--- config.mk ---
export PLATFORM = sky130hd
export DESIGN_NAME = decode
export DESIGN_NICKNAME = d
export VERILOG_FILES = /design/src/rtl/decode.sv
export SDC_FILE = /design/constraint.sdc
export NUM_CORES = 1
export LEC_CHECK = 0
export ABC_CLOCK_PERIOD_IN_PS = 5000
export BUFFER_PORTS_ARGS = -buffer_cell sky130_fd_sc_hd__buf_2
export CAP_MARGIN = 20
export CORE_ASPECT_RATIO = 2
export CORE_MARGIN = 10
export CORE_UTILIZATION = 50
export CTS_CLUSTER_DIAMETER = 200
export CTS_CLUSTER_SIZE = 10
export DETAILED_ROUTE_END_ITERATION = 7
export GPL_ROUTABILITY_DRIVEN = 0
export GPL_TIMING_DRIVEN = 0
export HOLD_SLACK_MARGIN = 0.12
export PLACE_DENSITY_LB_ADDON = 0.12
export SYNTH_ARGS = -nofsm -noshare
export SYNTH_HDL_FRONTEND = slang
export SYNTH_SLANG_ARGS = --single-unit
--- constraint.sdc ---
create_clock -name clk -period 5 [get_ports clk]
set_clock_uncertainty 0.05 [all_clocks]
set_input_delay 0.5 -clock clk [delete_from_list [all_inputs] [get_ports clk]]
set_output_delay 0.5 -clock clk [all_outputs]
set_load 0.05 [all_outputs]
--- src/rtl/decode.sv ---
// RV32I decode stage: latches one instruction from fetch, reads its operands
// with a write-back bypass, and registers the decoded fields for execute.
module decode #(
  parameter int unsigned XLEN = 32
) (
  input  logic            clk,
  input  logic            rstn,
  input  logic            enabled,
  output logic            completed,
  input  logic [XLEN-1:0] instr_raw,
  input  logic [XLEN-1:0] pc_in,
  output logic [4:0]      rf_rs1_addr,
  output logic [4:0]      rf_rs2_addr,
  input  logic [XLEN-1:0] rf_rs1_data,
  input  logic [XLEN-1:0] rf_rs2_data,
  input  logic            wb_enable,
  input  logic [4:0]      wb_rd,
  input  logic [XLEN-1:0] wb_data,
  output logic [XLEN-1:0] pc_out,
  output logic [4:0]      rd,
  output logic [2:0]      funct3,
  output logic            funct7_5,
  output logic [3:0]      instr_class,
  output logic [XLEN-1:0] imm,
  output logic [XLEN-1:0] rs1_val,
  output logic [XLEN-1:0] rs2_val,
  output logic            illegal
);

  localparam int unsigned CLS_W = 4;

  localparam logic [6:0] OPC_LUI      = 7'b0110111;
  localparam logic [6:0] OPC_AUIPC    = 7'b0010111;
  localparam logic [6:0] OPC_JAL      = 7'b1101111;
  localparam logic [6:0] OPC_JALR     = 7'b1100111;
  localparam logic [6:0] OPC_BRANCH   = 7'b1100011;
  localparam logic [6:0] OPC_LOAD     = 7'b0000011;
  localparam logic [6:0] OPC_STORE    = 7'b0100011;
  localparam logic [6:0] OPC_OP_IMM   = 7'b0010011;
  localparam logic [6:0] OPC_OP       = 7'b0110011;
  localparam logic [6:0] OPC_MISC_MEM = 7'b0001111;
  localparam logic [6:0] OPC_SYSTEM   = 7'b1110011;

  localparam logic [CLS_W-1:0] CLS_LUI      = CLS_W'(0);
  localparam logic [CLS_W-1:0] CLS_AUIPC    = CLS_W'(1);
  localparam logic [CLS_W-1:0] CLS_JAL      = CLS_W'(2);
  localparam logic [CLS_W-1:0] CLS_JALR     = CLS_W'(3);
  localparam logic [CLS_W-1:0] CLS_BRANCH   = CLS_W'(4);
  localparam logic [CLS_W-1:0] CLS_LOAD     = CLS_W'(5);
  localparam logic [CLS_W-1:0] CLS_STORE    = CLS_W'(6);
  localparam logic [CLS_W-1:0] CLS_OP_IMM   = CLS_W'(7);
  localparam logic [CLS_W-1:0] CLS_OP       = CLS_W'(8);
  localparam logic [CLS_W-1:0] CLS_MISC_MEM = CLS_W'(9);
  localparam logic [CLS_W-1:0] CLS_SYSTEM   = CLS_W'(10);
  localparam logic [CLS_W-1:0] CLS_ILLEGAL  = CLS_W'(15);

  typedef enum logic [1:0] {
    IDLE = 2'd0,
    READ = 2'd1,
    DONE = 2'd2
  } state_t;

  state_t          state;
  logic [XLEN-1:0] instr_q;
  logic [XLEN-1:0] pc_q;

  logic [CLS_W-1:0] cls_c;
  logic [XLEN-1:0]  imm_c;
  logic             illegal_c;
  logic [XLEN-1:0]  rs1_c;
  logic [XLEN-1:0]  rs2_c;

  // Register file is addressed straight from the latched instruction.
  assign rf_rs1_addr = instr_q[19:15];
  assign rf_rs2_addr = instr_q[24:20];

  // Opcode classification and format-specific immediate generation.
  always_comb begin
    cls_c     = CLS_ILLEGAL;
    imm_c     = '0;
    illegal_c = 1'b0;
    unique case (instr_q[6:0])
      OPC_LUI: begin
        cls_c = CLS_LUI;
        imm_c = {instr_q[31:12], 12'b0};
      end
      OPC_AUIPC: begin
        cls_c = CLS_AUIPC;
        imm_c = {instr_q[31:12], 12'b0};
      end
      OPC_JAL: begin
        cls_c = CLS_JAL;
        imm_c = XLEN'($signed({instr_q[31], instr_q[19:12], instr_q[20],
                                instr_q[30:21], 1'b0}));
      end
      OPC_JALR: begin
        cls_c = CLS_JALR;
        imm_c = XLEN'($signed(instr_q[31:20]));
      end
      OPC_BRANCH: begin
        cls_c = CLS_BRANCH;
        imm_c = XLEN'($signed({instr_q[31], instr_q[7], instr_q[30:25],
                                instr_q[11:8], 1'b0}));
      end
      OPC_LOAD: begin
        cls_c = CLS_LOAD;
        imm_c = XLEN'($signed(instr_q[31:20]));
      end
      OPC_STORE: begin
        cls_c = CLS_STORE;
        imm_c = XLEN'($signed({instr_q[31:25], instr_q[11:7]}));
      end
      OPC_OP_IMM: begin
        cls_c = CLS_OP_IMM;
        imm_c = XLEN'($signed(instr_q[31:20]));
      end
      OPC_OP:       cls_c = CLS_OP;
      OPC_MISC_MEM: cls_c = CLS_MISC_MEM;
      OPC_SYSTEM: begin
        cls_c = CLS_SYSTEM;
        imm_c = XLEN'($signed(instr_q[31:20]));
      end
      // Any other opcode, including low bits != 2'b11, lands here.
      default: illegal_c = 1'b1;
    endcase
  end

  // Source operands: x0 is hard zero, then write-back bypass, then RF.
  always_comb begin
    rs1_c = rf_rs1_data;
    rs2_c = rf_rs2_data;
    if (rf_rs1_addr == 5'd0) begin
      rs1_c = '0;
    end else if (wb_enable && (wb_rd == rf_rs1_addr)) begin
      rs1_c = wb_data;
    end
    if (rf_rs2_addr == 5'd0) begin
      rs2_c = '0;
    end else if (wb_enable && (wb_rd == rf_rs2_addr)) begin
      rs2_c = wb_data;
    end
  end

  // Handshake FSM with registered decoded outputs.
  always_ff @(posedge clk or negedge rstn) begin
    if (!rstn) begin
      state       <= IDLE;
      instr_q     <= '0;
      pc_q        <= '0;
      completed   <= 1'b0;
      pc_out      <= '0;
      rd          <= '0;
      funct3      <= '0;
      funct7_5    <= 1'b0;
      instr_class <= CLS_ILLEGAL;
      imm         <= '0;
      rs1_val     <= '0;
      rs2_val     <= '0;
      illegal     <= 1'b0;
    end else begin
      completed <= 1'b0;
      unique case (state)
        IDLE: begin
          if (enabled) begin
            instr_q <= instr_raw;
            pc_q    <= pc_in;
            state   <= READ;
          end
        end
        READ: begin
          pc_out      <= pc_q;
          rd          <= instr_q[11:7];
          funct3      <= instr_q[14:12];
          funct7_5    <= instr_q[30];
          instr_class <= cls_c;
          imm         <= imm_c;
          rs1_val     <= rs1_c;
          rs2_val     <= rs2_c;
          illegal     <= illegal_c;
          completed   <= 1'b1;
          state       <= DONE;
        end
        DONE: begin
          state <= IDLE;
        end
        default: begin
          state <= IDLE;
        end
      endcase
    end
  end

endmodule

# Yosys cells after proc, flatten, opt, wreduce, memory -nomap -nowiden
# Index checks and enable logic that the tools add are counted.
# op_classes
n_eq_ne	15
muxes	10
n_reduce_logical	9
# op_table
operator	count
one-hot mux 32 bit (5 select lines)	1
two-way mux 32 bit	4
one-hot mux 4 bit (11 select lines)	1
== test 7 bit (second input constant)	4
== test 7 x 6 -> 1 bit (second input constant)	3
== test 7 x 5 -> 1 bit (second input constant)	2
OR reduction 11 bit	1
== test 5 bit	2
zero test 5 bit	2
== test 7 x 2 -> 1 bit (second input constant)	1
== test 7 x 4 -> 1 bit (second input constant)	1
one-hot mux 2 bit (2 select lines)	1
OR reduction 4 bit	1
== test 2 x 1 -> 1 bit (second input constant)	1
logical AND 1 bit	2
zero test 2 bit	1
two-way mux 1 bit	2
two-way mux 2 bit	1
inequality test 2 bit (second input constant)	1
AND reduction 2 bit	1
OR reduction 2 bit	1
# totals
register_bits	209
inputBits	169
word_cells	47

# Longest topological paths before layout
# Gate-level depths: netlist of run 1.
# logic_depth
ltp_word	4
mapped_depth	7
mapped_depth_nobuf	5

# Worst setup path after synthesis of run 1
# No wires, ideal clock.
# synth_path
kind	input -> register
startpoint	in enabled
endpoint	reg instr_q[10]
setup_time_ns	0.125
t_arrival_ns	1.577
required_ns	4.825
slack_ns	3.248
stages	4
path_cell_list	nor3b_1 buf_2 buf_2 mux2_2
# synth_via
elab_chain_len	1
# synth_lines
element	line	text
start: declaration	8	input logic enabled,
AND reduction 2 bit (no source line)	n/a	
end signal: assignment	165	instr_q <= instr_raw;
end: declaration	64	logic [XLEN-1:0] instr_q;
# No other way between the ends.
# A chain may end at the register's enable or synchronous reset.

# Worst setup path after layout of run 1
# layout_path
startpoint	reg state[0]
endpoint	reg rs1_val[3]
# layout_via
elab_chain_len	1
# layout_lines
element	line	text
start: declaration	63	state_t state;
start signal: assignment	147	state <= IDLE;
start signal: assignment	167	state <= READ;
start signal: assignment	181	state <= DONE;
== test 2 x 1 -> 1 bit	162	unique case (state)
end signal: assignment	177	rs1_val <= rs1_c;
end: declaration	25	output logic [XLEN-1:0] rs1_val,
# No other way between the ends.

==> key figures, run 1 <==
Run status
  • Status: finished clean

Final layout
  • Final core occ: 65.3%
  • Fill count: 1537
  • Design Area, Final: 11600 sq um
  • Area Overhead vs Synth: 28.6%
  • Multi-input gate area: 3360 sq um
  • Layout cells sized above 1: 38.8%
  • Register Area: 5240 sq um
  • Nets: 1337

Power and ir drop
  • Internal power: 3820 uW
  • Net Sw Frac: 44.7%
  • Power Density: 595 nW/um^2
  • Seq pwr share: 36.2%
  • Gate power share: 41.6%
  • Max IR drop VDD: 0.000513 V
  • Total Power: 6910 uW
  • Clock power share: 22.2%
  • LEAKAGE: 0.00577 uW
  • Switching power of the nets: 3090 uW

Yosys
  • EDFF count, synth: 0
  • Avg Inst Size Synth: 11.0 sq um
  • Mapped Cells: 819
  • Synth top cells by count: nand2_1 (210), dfrtp_1 (205), mux2i_1 (65), mux2_2 (62), o21ai_1 (46)
  • Cell with the most instances after synthesis: nand2_1
  • Largest cells by area after synthesis: dfrtp_1 (57%), nand2_1 (8.7%), mux2_2 (7.7%)
  • Syn nets: 988
  • Yosys reg bits: 209
  • Top FF cell, synth: dfrtp_1
  • Post-Syn Area: 9030 sq um
  • Top cell type by total area after synthesis: dfrtp_1
  • YS warnings: 0
  • Post-synth cell types: 45
  • Register area share after synthesis: 58.0%
  • Synth top area share: 56.8%
  • Share of synthesized registers carrying an async set or reset: 100%

Clock network
  • CTS tree: built
  • Longest Clk Path Bufs: 3
  • Worst-path clk slew: 0.06 ns
  • CTS Root Cell: clkbuf_16
  • Clock Latency Late Sink: 0.50 ns
  • Post-CTS Setup Inserts: 0
  • Clock sink total: 209
  • H-tree level count: 1
  • TritonCTS Buffers: 24

Routing
  • Drt wl/cell: 20.8 um
  • DR DRC count: 0
  • Routed WL: 28.9 mm
  • ANT nets after route: 0
  • Post-DR vias/cell: 5.29
  • Iteration count of the initial detailed-routing pass: 4
  • Routed vias: 7354
  • Iter 0 DRT Violations: 261

Timing
  • Endpoints failing hold: 0
  • Final hold slack: 0.156 ns
  • Slew Limit Headroom: 39.4%
  • # setup viols final: 0
  • Slew @ Worst Pin: 0.908 ns
  • Final Max Slew Viols: 0
  • Fmax: 470 MHz
  • Final period util: 42.5%
  • RSZ-0062 raised after global routing: false
  • Setup tns final: 0 ns
  • Min Tclk post-route: 2.13 ns

Global route
  • Antenna violations before repair: 2
  • Busiest grt layer: met2
  • Largest net degree at the start of global routing: 121
  • Grt total ovfl: 0
  • GR Util met2: 41.5%
  • First-pass GRT wire length: 44.1 mm
  • Vias in the first global route: 7875
  • M3 GR Usage: 7.11%
  • GRT Util Overall: 23.0%
  • Met1 Use GR: 23.1%

Worst setup path
  • R2R setup slack: 2.87 ns
  • Crit Path Category: register to register
  • FF-to-FF Start: state[0]
  • Data arrival, critical path: 2.50 ns
  • CP required: 5.37 ns
  • Crit path capture type: register
  • R2R Path End: rs1_val[3]
  • Critical Path Start Type: register
  • Crit Path Max Fanout: 10
  • R2R cell count: 6

Floorplan
  • IO Pins: 322
  • Number of cell rows: 69
  • Initial Util: 50.8%
  • Die Span X: 115 um
  • Die height: 210 um
  • Core area: 17800 sq um
  • DIE AREA: 24200 sq um

Worst hold path
  • Worst Hold Endpoint: instr_q[5]
  • Hold Crit Depth: 3
  • Tightest Hold Check Type: input port to register
  • Hold Crit Start: instr_raw[5]

Placement
  • I/O Buffers: 321
  • HPWL after DPL: 22.8 mm
  • Area of placed instances: 10900 sq um

Run
  • Max-cap violations: 0
logic make-up after synthesis:
logic type	synth area share [%]
AOI/OAI and AO/OA	9.19
buffers and inverters	4.74
DFF	58.0
and+or+nand+nor	11.9
xor gates and xnor gates	1.26
muxes	14.9
flip-flops by register name, summed over array words and instances (netlist names):
register     flops
pc_out          32
funct7_5         1
rs1_val         32
instr_q         32
funct3           3
instr_class      4
rs2_val         32
completed        1
pc_q            32
imm             32
rd               5
illegal          1
state            2
how the worst max path moves through the flow:
stage               startpoint     endpoint  slack, ns
CTS                   state[0]   pc_out[27]       2.78
detailed placement     enabled  instr_q[21]       2.75
floorplan              enabled  instr_q[10]       3.25
global placement          rstn    pc_out[9]      -0.17
finish                state[0]   rs1_val[3]       2.87
global route          state[0]  rs1_val[30]       2.63
cell usage in the layout (no fill, tap or decap), types with 11 or more instances in the layout:
master	instances
o21ai_1	46
clkbuf_1	31
o21ai_0	40
clkbuf_16	25
mux2_2	62
a21oi_1	28
a221o_1	11
nand2_1	210
mux2i_1	65
buf_2	342
dfrtp_1	205
nor2_1	13
final cells by class:
class	instances	share of cell area, %
plain buffers	64	3.56
well taps	213	2.30
repair buffers	323	14.2
multi-input cells	542	29.0
flip-flops and latches	209	45.1
inverters	4	0.129
clock buffers	34	5.68
diodes	2	0.0431
per-stage QoR:
step / instances / setup WS [ns]
finish: 1391 / 2.87
global route: 1391 / 2.63
CTS: 1389 / 2.78
detailed placement: 1354 / 2.75
global placement: 1353 / -0.173
floorplan: 819 / 3.25
routing by layer:
layer  up-vias  wire length [um]
met4         0              1210
met1      3516              9760
met5         -                 0
met3        59              2670
met2       315             15300
li1       3464                 -
worst max-delay path: stages (launching register included):
cell      delay (ns)
dfrtp_1         0.39
nand2b_1        0.07
buf_2           0.28
clkbuf_1        0.55
clkbuf_1        0.48
nand2_1         0.10
o21ai_1         0.10
power groups by stage:
| stage | clock [uW] | combinational (uW) | sequential, uW |
|---|---|---|---|
| global placement | 0 | 2860 | 2510 |
| finish | 1540 | 2870 | 2500 |
| detailed placement | 0 | 2900 | 2530 |
| CTS | 1580 | 2900 | 2500 |
| floorplan | 0 | 821 | 3760 |
| global route | 1630 | 3050 | 2570 |
what timing repair did:
item,CTS,global route
resized for setup,0,0
hold endpoints to repair,115,0
endpoints found under the setup margin,0,0
hold buffers,1,0
Power figures use the tool's default switching activity.
==> run 2, diff against run 1 <==
- ABC_CLOCK_PERIOD_IN_PS: 5000 -> 1800
- CORE_UTILIZATION: 50 -> 45
- clock period: 5 -> 1.8 ns (I/O delays scaled with it)
==> run 2 against run 1 <==
  * The flow now finishes with violations (setup timing)
  * Sequential power grew to 2.8 times the previous value
  * Worst hold slack better by 0.11 ns
  * Core utilization is 4.9 points higher
  * Total power grew to 2.9 times the previous value
  * Die area is 9.6% higher
  * Routed wire length is 20% higher
==> key figures, run 2 (synthesis results as in run 1) <==
Timing
  • Fmax: 516 MHz
  • Setup tns final: -3.70 ns
  • # setup viols final: 63
  • Endpoints failing hold: 0
  • Slew Limit Headroom: 44.7%
  • Final Max Slew Viols: 0
  • Final period util: 108%
  • Final hold slack: 0.270 ns
  • RSZ-0062 raised after global routing: true
  • Worst Slack Setup Final: -0.136 ns
  • Min Tclk post-route: 1.94 ns
  • Slew @ Worst Pin: 0.830 ns

Placement
  • Area of placed instances: 11000 sq um
  • I/O Buffers: 321
  • Place WS: -0.365 ns
  • HPWL after DPL: 23.3 mm

Global route
  • GRT Util Overall: 24.6%
  • Largest net degree at the start of global routing: 110
  • First-pass GRT wire length: 51.7 mm
  • Antenna violations before repair: 3
  • Grt total ovfl: 0
  • Vias in the first global route: 9238

Worst setup path
  • R2R setup slack: -0.14 ns
  • CP required: 2.14 ns
  • Start point of the critical path: instr_q[21]
  • FF-to-FF Start: instr_q[21]
  • R2R cell count: 7
  • Data arrival, critical path: 2.28 ns
  • Critical Path Start Type: register
  • R2R Path End: rs2_val[15]
  • Crit Path Category: register to register
  • Crit path capture type: register
  • Crit Path Max Fanout: 6

Power and ir drop
  • Max IR drop VDD: 0.00107 V
  • Total Power: 20200 uW
  • Power Density: 1450 nW/um^2
  • LEAKAGE: 0.00672 uW

Final layout
  • Nets: 1524
  • Commonest non-fill, non-tap cell in the layout: buf_2
  • Fill count: 1442
  • Commonest cells after routing, fill and taps aside: buf_2 (328), nand2_1 (208), dfrtp_1 (198)
  • Layout cells sized above 1: 39.6%
  • Area Overhead vs Synth: 54.1%
  • Design Area, Final: 13900 sq um

Floorplan
  • Initial Util: 45.5%
  • Core area: 19800 sq um
  • DIE AREA: 26500 sq um
  • IO Pins: 322
  • Die height: 220 um
  • Number of cell rows: 73
  • Die Span X: 120 um

Routing
  • Routed vias: 8585
  • Drt wl/cell: 21.3 um
  • Iteration count of the initial detailed-routing pass: 5
  • Post-DR vias/cell: 5.27
  • DR DRC count: 0
  • ANT nets after route: 0
  • Routed WL: 34.7 mm
  • Iter 0 DRT Violations: 622

Clock network
  • Clock Latency Late Sink: 0.52 ns
  • Worst-path clk slew: 0.06 ns
  • Clock sink total: 209
  • CTS Root Cell: clkbuf_16
  • H-tree level count: 1
  • TritonCTS Buffers: 24
  • CTS tree: built
  • Longest Clk Path Bufs: 3

Run status
  • Status: finished, violations left
  • Failing checks: setup timing

Run
  • Max-cap violations: 0

Worst hold path
  • Tightest Hold Check Type: input port to asynchronous set/reset pin
-- run 2: cell count changes in the layout (fill, tap and decap cells not counted), sizes merged --
cell and change:
dlygate4sd3 +160, buf +22, diode +1, clkinvlp +1, clkbuf +5, inv -1
-- run 2: what timing repair did --
action                                  CTS  global route
hold buffers                            161             0
cloned                                    2             4
hold endpoints to repair                232             0
pin swaps                                 4             7
buffers inserted                         17             5
resized for setup                        78            44
endpoints found under the setup margin  165           156
-- run 2: layout make-up --
cell class | count | area (sq um) | area share (%)
Tap cell | 262 | 328 | 2.36
Buffer | 63 | 488 | 3.51
Timing Repair Buffer | 511 | 3580 | 25.8
Multi-Input combinational cell | 542 | 3580 | 25.7
Antenna cell | 3 | 7.51 | 0.0540
Sequential cell | 209 | 5240 | 37.7
Inverter | 4 | 18.8 | 0.135
Clock buffer | 34 | 659 | 4.74
-- run 2: worst max-delay path by stage --
stage	to	slack (ns)	depth (start not counted)
floorplan	rs2_val[10]	0.12	7
global placement	pc_q[16]	-3.11	1
detailed placement	imm[3]	-0.36	6
CTS	rs2_val[28]	-0.12	7
global route	rs1_val[11]	-0.18	7
finish	rs2_val[15]	-0.14	7
-- run 2: critical path, stage by stage (launching register included) --
cell     delay, ns
dfrtp_2       0.43
xor2_1        0.15
nor4_1        0.27
and3_1        0.21
buf_6         0.18
buf_12        0.15
mux2i_1       0.28
o21ai_1       0.09
-- run 2: per-layer routing --
metal	share of wire [%]	wire, um	GRT usage [%]	up-vias
li1	-	-	-	3854
met1	34	11900	24.8	4188
met2	53	18600	46.6	433
met3	7.6	2630	5.90	110
met4	4.6	1600	10.6	0
met5	0	0	0	-
-- run 2: where the power goes --
group,internal [uW],switching [uW]
clock,2500,1830
combinational,2520,6340
sequential,6100,856
total,11100,9030
-- run 2: stage by stage --
step / util [%] / cells
after floorplan: - / 819
after global placement: 55.3 / 1402
after detailed placement: 55.5 / 1403
after CTS: 68.7 / 1616
after global routing: 70.2 / 1628
final: 70.2 / 1628
